==> config.mk <==
export PLATFORM = sky130hd
export DESIGN_NAME = fb_read_arbiter
export DESIGN_NICKNAME = d
export VERILOG_FILES = /design/src/rtl/fb_arb_pkg.sv /design/src/rtl/fb_arb_tag_fifo.sv /design/src/rtl/fb_read_arbiter.sv
export SDC_FILE = /design/constraint.sdc
export NUM_CORES = 1
export LEC_CHECK = 0
export BUFFER_PORTS_ARGS = -buffer_cell sky130_fd_sc_hd__buf_2
export CORE_ASPECT_RATIO = 1.75
export CORE_MARGIN = 4
export CORE_UTILIZATION = 39
export DETAILED_ROUTE_END_ITERATION = 16
export GPL_ROUTABILITY_DRIVEN = 0
export GPL_TIMING_DRIVEN = 0
export PLACE_DENSITY = 0.66
export REMOVE_ABC_BUFFERS = 1
export SYNTH_ARGS = -nofsm -noshare
export SYNTH_HDL_FRONTEND = slang
export SYNTH_SLANG_ARGS = --single-unit
==> constraint.sdc <==
create_clock -name clk -period 5.05 [get_ports clk]
set_input_delay 1.01 -clock clk [delete_from_list [all_inputs] [get_ports clk]]
set_output_delay 1.01 -clock clk [all_outputs]
set_load 0.03 [all_outputs]
==> src/rtl/fb_arb_pkg.sv <==
// fb_arb_pkg: shared widths, requester-index type and sizing helper for the
// framebuffer read arbiter.
package fb_arb_pkg;
    localparam int ADDR_W  = 24;
    localparam int DATA_W  = 16;
    localparam int MAX_REQ = 8;
    typedef logic [$clog2(MAX_REQ)-1:0] req_idx_t;
    function automatic int idx_w(input int n);
        return n > 1 ? $clog2(n) : 1;
    endfunction
endpackage

==> src/rtl/fb_arb_tag_fifo.sv <==
// fb_arb_tag_fifo: in-order tag FIFO recording which requester owns each
// outstanding downstream read.
module fb_arb_tag_fifo #(
    parameter int DEPTH = 8,
    parameter int WIDTH = 3
) (
    input  logic                     clk,
    input  logic                     rst,
    input  logic                     push_i,
    input  logic                     pop_i,
    input  logic [WIDTH-1:0]         din_i,
    output logic [WIDTH-1:0]         dout_o,
    output logic                     full_o,
    output logic                     empty_o,
    output logic [$clog2(DEPTH):0]   count_o
);
    localparam int PTR_W = $clog2(DEPTH);
    logic [WIDTH-1:0] mem_q [DEPTH];
    logic [PTR_W-1:0] wr_q, rd_q;
    logic [PTR_W:0]   cnt_q;
    logic             do_push, do_pop;
    assign full_o  = cnt_q == (PTR_W+1)'(DEPTH);
    assign empty_o = cnt_q == '0;
    assign count_o = cnt_q;
    assign dout_o  = mem_q[rd_q];
    assign do_push = push_i && !full_o;
    assign do_pop  = pop_i && !empty_o;
    always_ff @(posedge clk or posedge rst) begin
        if (rst) begin
            wr_q  <= '0;
            rd_q  <= '0;
            cnt_q <= '0;
        end else begin
            wr_q  <= wr_q + PTR_W'(do_push);
            rd_q  <= rd_q + PTR_W'(do_pop);
            cnt_q <= cnt_q + (PTR_W+1)'(do_push) - (PTR_W+1)'(do_pop);
        end
    end
    always_ff @(posedge clk) begin
        if (do_push) mem_q[wr_q] <= din_i;
    end
endmodule

==> src/rtl/fb_read_arbiter.sv <==
// fb_read_arbiter: round-robin arbiter merging several Avalon-MM read
// requesters onto one pipelined master, routing in-order responses back.
module fb_read_arbiter
    import fb_arb_pkg::*;
#(
    parameter int NUM_REQ     = 2,
    parameter int MAX_PENDING = 8
) (
    input  logic                           clk,
    input  logic                           reset,
    input  logic [NUM_REQ-1:0]             avs_req_read,
    input  logic [NUM_REQ-1:0][ADDR_W-1:0] avs_req_address,
    output logic [NUM_REQ-1:0]             avs_req_waitrequest,
    output logic [DATA_W-1:0]              avs_req_readdata,
    output logic [NUM_REQ-1:0]             avs_req_readdatavalid,
    output logic                           avm_master_read,
    output logic [ADDR_W-1:0]              avm_master_address,
    input  logic                           avm_master_waitrequest,
    input  logic [DATA_W-1:0]              avm_master_readdata,
    input  logic                           avm_master_readdatavalid,
    output logic                           err_unexpected
);
    localparam int IDX_W = idx_w(NUM_REQ);
    localparam int CNT_W = $clog2(MAX_PENDING) + 1;
    logic [IDX_W-1:0]   last_q, last_d, gnt_idx, rr_idx;
    logic               gnt_any, slot_free, grant, pop;
    logic               armed_q;
    logic               read_q, read_d;
    logic [ADDR_W-1:0]  addr_q, addr_d;
    logic [DATA_W-1:0]  rdata_q, rdata_d;
    logic [NUM_REQ-1:0] rdv_q, rdv_d, gnt_oh;
    logic               err_q, err_d;
    logic               fifo_full, fifo_empty;
    req_idx_t           head;
    logic [CNT_W-1:0]   count;
    // Scan offsets from farthest to nearest so the requester right after the
    // last grant is the one left standing.
    always_comb begin
        gnt_any = 1'b0;
        gnt_idx = '0;
        rr_idx  = '0;
        for (int i = NUM_REQ; i >= 1; i--) begin
            rr_idx = IDX_W'((int'(last_q) + i) % NUM_REQ);
            if (avs_req_read[rr_idx]) begin
                gnt_any = 1'b1;
                gnt_idx = rr_idx;
            end
        end
    end
    assign slot_free           = !read_q || !avm_master_waitrequest;
    assign grant               = armed_q && gnt_any && slot_free && !fifo_full;
    assign gnt_oh              = grant ? NUM_REQ'(1) << gnt_idx : '0;
    assign avs_req_waitrequest = avs_req_read & ~gnt_oh;
    assign pop                 = avm_master_readdatavalid && count != '0;
    always_comb begin
        read_d  = grant || (read_q && !slot_free);
        addr_d  = grant ? avs_req_address[gnt_idx] : addr_q;
        last_d  = grant ? gnt_idx : last_q;
        rdata_d = pop ? avm_master_readdata : rdata_q;
        rdv_d   = pop ? NUM_REQ'(1) << head : '0;
        err_d   = err_q || (avm_master_readdatavalid && fifo_empty);
    end
    // armed_q keeps the first edge after reset release grant-free.
    always_ff @(posedge clk or posedge reset) begin
        if (reset) begin
            armed_q <= 1'b0;
            last_q  <= IDX_W'(NUM_REQ - 1);
            read_q  <= 1'b0;
            addr_q  <= '0;
            rdata_q <= '0;
            rdv_q   <= '0;
            err_q   <= 1'b0;
        end else begin
            armed_q <= 1'b1;
            last_q  <= last_d;
            read_q  <= read_d;
            addr_q  <= addr_d;
            rdata_q <= rdata_d;
            rdv_q   <= rdv_d;
            err_q   <= err_d;
        end
    end
    fb_arb_tag_fifo #(
        .DEPTH (MAX_PENDING),
        .WIDTH ($bits(req_idx_t))
    ) u_tags (
        .clk     (clk),
        .rst     (reset),
        .push_i  (grant),
        .pop_i   (pop),
        .din_i   (req_idx_t'(gnt_idx)),
        .dout_o  (head),
        .full_o  (fifo_full),
        .empty_o (fifo_empty),
        .count_o (count)
    );
    assign avm_master_read       = read_q;
    assign avm_master_address    = addr_q;
    assign avs_req_readdata      = rdata_q;
    assign avs_req_readdatavalid = rdv_q;
    assign err_unexpected        = err_q;
endmodule

==> reports/qor.csv <==
stage;metric;value;unit
clock_network;cts_htree_levels;3;
power_and_ir_drop;power_per_cell_area;588;nW/µm²
yosys;yosysWarningCount;0;
clock_network;cts_inserted_buffers;9;
routing;detail_route.wirelength;5820;µm
yosys;synth_xor_area_frac;0.0117;
sta;final.hold.worst_slack;0.470;ns
global_route;grt.total_usage;0.132;
setup_path;critical_path.n_buffers_inverters;3;
power_and_ir_drop;clock_power_share;0.276;
yosys;synth_enable_flop_cells;8;
sta;setup_viol_count_final;0;
yosys;area_of_the_mapped_netlist;3000;µm²
setup_path;crit_chain;buf_2, o21ai_1, a221o_1, inv_8, a21boi_0, buf_2;
routing;antenna_violating_nets_post_route;0;
layout;final_nets;396;
clock_network;clock_sink_count;64;
run_status;run_status;finished clean;
power_and_ir_drop;power_frac_comb;0.371;
power_and_ir_drop;sequential_share_of_power;0.353;
power_and_ir_drop;total_power;2.32;mW
sta;report.final.hold_viol_count;0;
global_route;grt_overflow;0;
yosys;synth.cells.most_frequent;sky130_fd_sc_hd__dfrtp_1 (55), sky130_fd_sc_hd__mux2_2 (47), sky130_fd_sc_hd__mux2_4 (18), sky130_fd_sc_hd__ha_1 (10), sky130_fd_sc_hd__inv_1 (9);
sta;slew_viol_final;0;
yosys;synthDominantCellAreaShare;0.459;
worst_hold_path;timing.hold.worst.class;flip-flop to flip-flop;
sta;finalClockSkew;0.00294;ns
yosys;synth_compound_area_frac;0.0329;
routing;vias;1988;
die;starting_density;0.399;
global_route;grt_max_degree;35;
setup_path;startpoint_type;input pin;
yosys;synth_mux_area_frac;0.280;
die;die_width;74.3;µm
clock_network;post_cts.resized_instances;0;
setup_path;critical_path_peak_fanout;28;
setup_path;required;4.04;ns
die;num_rows;42;
clock_network;clock_latency;0.32;ns
power_and_ir_drop;ir_drop;221;µV
sta;grt_setup_unrepaired;no;
clock_network;cts.reportedPaths.clkPinSlew;0.05;ns
yosys;dominant_cells_by_area_after_synthesis;sky130_fd_sc_hd__dfrtp_1 (46%), sky130_fd_sc_hd__mux2_2 (18%), sky130_fd_sc_hd__mux2_4 (9.0%);
power_and_ir_drop;power_switching_share;0.356;
placement;dp.final_hpwl;4300;µm
setup_path;cpMostUsedCell;sky130_fd_sc_hd__buf_2;
setup_path;slowest_cp_cell;sky130_fd_sc_hd__a221o_1;
yosys;synth.most_common_cell;sky130_fd_sc_hd__dfrtp_1;
power_and_ir_drop;switching_power;0.825;mW
yosys;yosys.area.top_type;sky130_fd_sc_hd__dfrtp_1;
power_and_ir_drop;cellInternalPower;1.49;mW
sta;setup-tns-final;0;ns
yosys;synthesis.area_per_instance;15.2;µm²
setup_path;critPathArrivalTime;2.39;ns
yosys;yosysUniqueCellTypes;36;
sta;final_min_period_over_clock_period;0.673;
global_route;first_global_vias;2064;
clock_network;postCtsSetupBuffers;0;
setup_path;worst_setup_path_end_kind;output pin;
die;floorplan_core_area;7510;µm²
sta;timing.fmax;0.294;GHz
global_route;antenna_found_initial;0;
yosys;synth_top_family_by_area;multiplexers;
layout;fraction_of_layout_instances_using_a_drive_strength_above_1;0.631;
layout;diodes;0;
setup_path;timing.setup.critical_path_class;input pin to output pin;
clock_network;cts_root_buffer;sky130_fd_sc_hd__clkbuf_16;
yosys;synth_simple_gate_area_share;0.0338;
sta;period_minus_slack;3.40;ns
layout;finalInstanceArea;3940;µm²
die;dieHeight;124;µm
layout;area_growth_syn_to_layout;31.4;%
global_route;grt_pass1_wl;9070;µm
clock_network;ctsHoldBuffers;0;
yosys;yosys_most_used_dff;sky130_fd_sc_hd__dfrtp_1;
sta;worstMarginPinSlew;0.995;ns
yosys;synth-seq-cells;64;
placement;area_of_placed_instances;3620;µm²
die;total_die_area;9220;µm²
die;floorplan.io_pins;116;
yosys;synth_adder_area_share;0.0484;
routing;average_via_count_per_standard_cell;4.87;
clock_network;clk_path_buf_depth;2;
yosys;yosysSeqAreaShare;0.548;
yosys;postSynthCellCount;197;
run;timing.max_cap.violations;0;
yosys;proportion_of_register_bits_with_asynchronous_set_or_reset_after_synthesis;0.875;
routing;drc;0;
placement;placed_cells_incl_taps;392;
setup_path;maximum_single_stage_delay_on_the_critical_path;0.45;ns
power_and_ir_drop;static-leakage-power;1.91;nW
layout;post_layout_nonfiller_instances;408;
routing;wire_per_inst;14.3;µm
setup_path;cpLargestDelayFamily;compound AO/OA/AOI/OAI gates;
placement;port-buffer-count;115;
sta;max-slew-margin-rel;0.335;
clock_network;cts_tree;built;
routing;detail_route.first_pass.iterations;4;
routing;drt_iter0_markers;48;
path summary, 6_finish.rpt:
path / end / depth (start not counted) / from / slack (ns)
setup / recovery: avs_req_waitrequest[1] / 6 / avs_req_read[0] / 1.65
hold / removal: err_unexpected$_DFF_PP0_ / 1 / err_unexpected$_DFF_PP0_ / 0.47
setup reg to reg: u_tags.count_o[2]$_DFF_PP0_ / 8 / u_tags.count_o[1]$_DFF_PP0_ / 2.61
hold reg to reg: err_unexpected$_DFF_PP0_ / 1 / err_unexpected$_DFF_PP0_ / 0.47
max in group asynchronous: avs_req_readdata[2]$_DFFE_PP0P_ / 3 / reset / 3.75
min in group asynchronous: avm_master_address[0]$_DFFE_PP0P_ / 2 / reset / 0.73
routing by layer:
metal	wire (µm)	up-vias	GRT usage
li1	-	941	-
met1	2070	963	0.134
met2	3170	73	0.236
met3	444	11	0.0396
met4	134	0	0.0702
met5	0	-	0
worst register-to-register path, cell delays in order (launching register included):
cell and delay [ns]:
sky130_fd_sc_hd__dfrtp_1 0.40, sky130_fd_sc_hd__nor2_1 0.24, sky130_fd_sc_hd__a21bo_2 0.47, sky130_fd_sc_hd__inv_1 0.16, sky130_fd_sc_hd__ha_1 0.31, sky130_fd_sc_hd__inv_1 0.04
sky130_fd_sc_hd__ha_1 0.20, sky130_fd_sc_hd__fa_1 0.38, sky130_fd_sc_hd__xor2_1 0.15
state kept, by name, summed over array words and instances (netlist names), 2 cells and up:
register               flops
u_tags.mem_q               8
u_tags.wr_q                3
u_tags.count_o             4
avs_req_readdatavalid      2
u_tags.rd_q                3
avs_req_readdata          16
avm_master_address        24
kinds of logic after synthesis:
group	after synthesis
fa+ha+maj	11
flops	64
other cells	1
buf+inv	19
compound gates	13
simple gates	16
xor+xnor	4
mux	69
area by class of cell:
cell class | count | area (µm²)
clock inverter | 4 | 50.0
fill | 640 | 3570
tap | 88 | 110
inverter | 10 | 45.0
sequential | 64 | 1640
clock buffer | 12 | 268
timing repair buffer | 116 | 596
multi-input combinational | 114 | 1230
per-stage QoR:
stage                     setup slack (ns)  utilization
after floorplan                       1.60            -
after global placement                1.28        0.479
after detailed placement              1.62        0.482
after CTS                             1.62        0.525
after global routing                  1.54        0.525
final                                 1.65        0.525
power groups by stage:
stage | Clock (mW) | Combinational (mW) | Sequential, mW
after floorplan | 0 | 0.385 | 1.06
after global placement | 0 | 0.852 | 0.819
after detailed placement | 0 | 0.877 | 0.827
after CTS | 0.660 | 0.879 | 0.822
after global routing | 0.680 | 0.936 | 0.845
final | 0.640 | 0.859 | 0.819
cell usage in the layout, fill, tap and decap left out, types with 2 or more instances in the layout:
master	synthesis	routed
sky130_fd_sc_hd__a21o_1	2	2
sky130_fd_sc_hd__a21oi_1	2	2
sky130_fd_sc_hd__buf_2	0	115
sky130_fd_sc_hd__clkbuf_16	0	10
sky130_fd_sc_hd__clkinvlp_4	0	2
sky130_fd_sc_hd__dfrtp_1	55	55
sky130_fd_sc_hd__edfxtp_1	8	8
sky130_fd_sc_hd__ha_1	10	10
sky130_fd_sc_hd__inv_1	9	8
sky130_fd_sc_hd__mux2_2	47	47
sky130_fd_sc_hd__mux2_4	18	18
sky130_fd_sc_hd__mux2i_1	4	4
sky130_fd_sc_hd__nand2_1	2	2
sky130_fd_sc_hd__nor2_1	2	2
sky130_fd_sc_hd__nor3_1	2	2
sky130_fd_sc_hd__nor4_1	2	2
sky130_fd_sc_hd__nor4b_1	4	4
sky130_fd_sc_hd__xor2_1	4	4
Power figures use the tool's default switching activity.
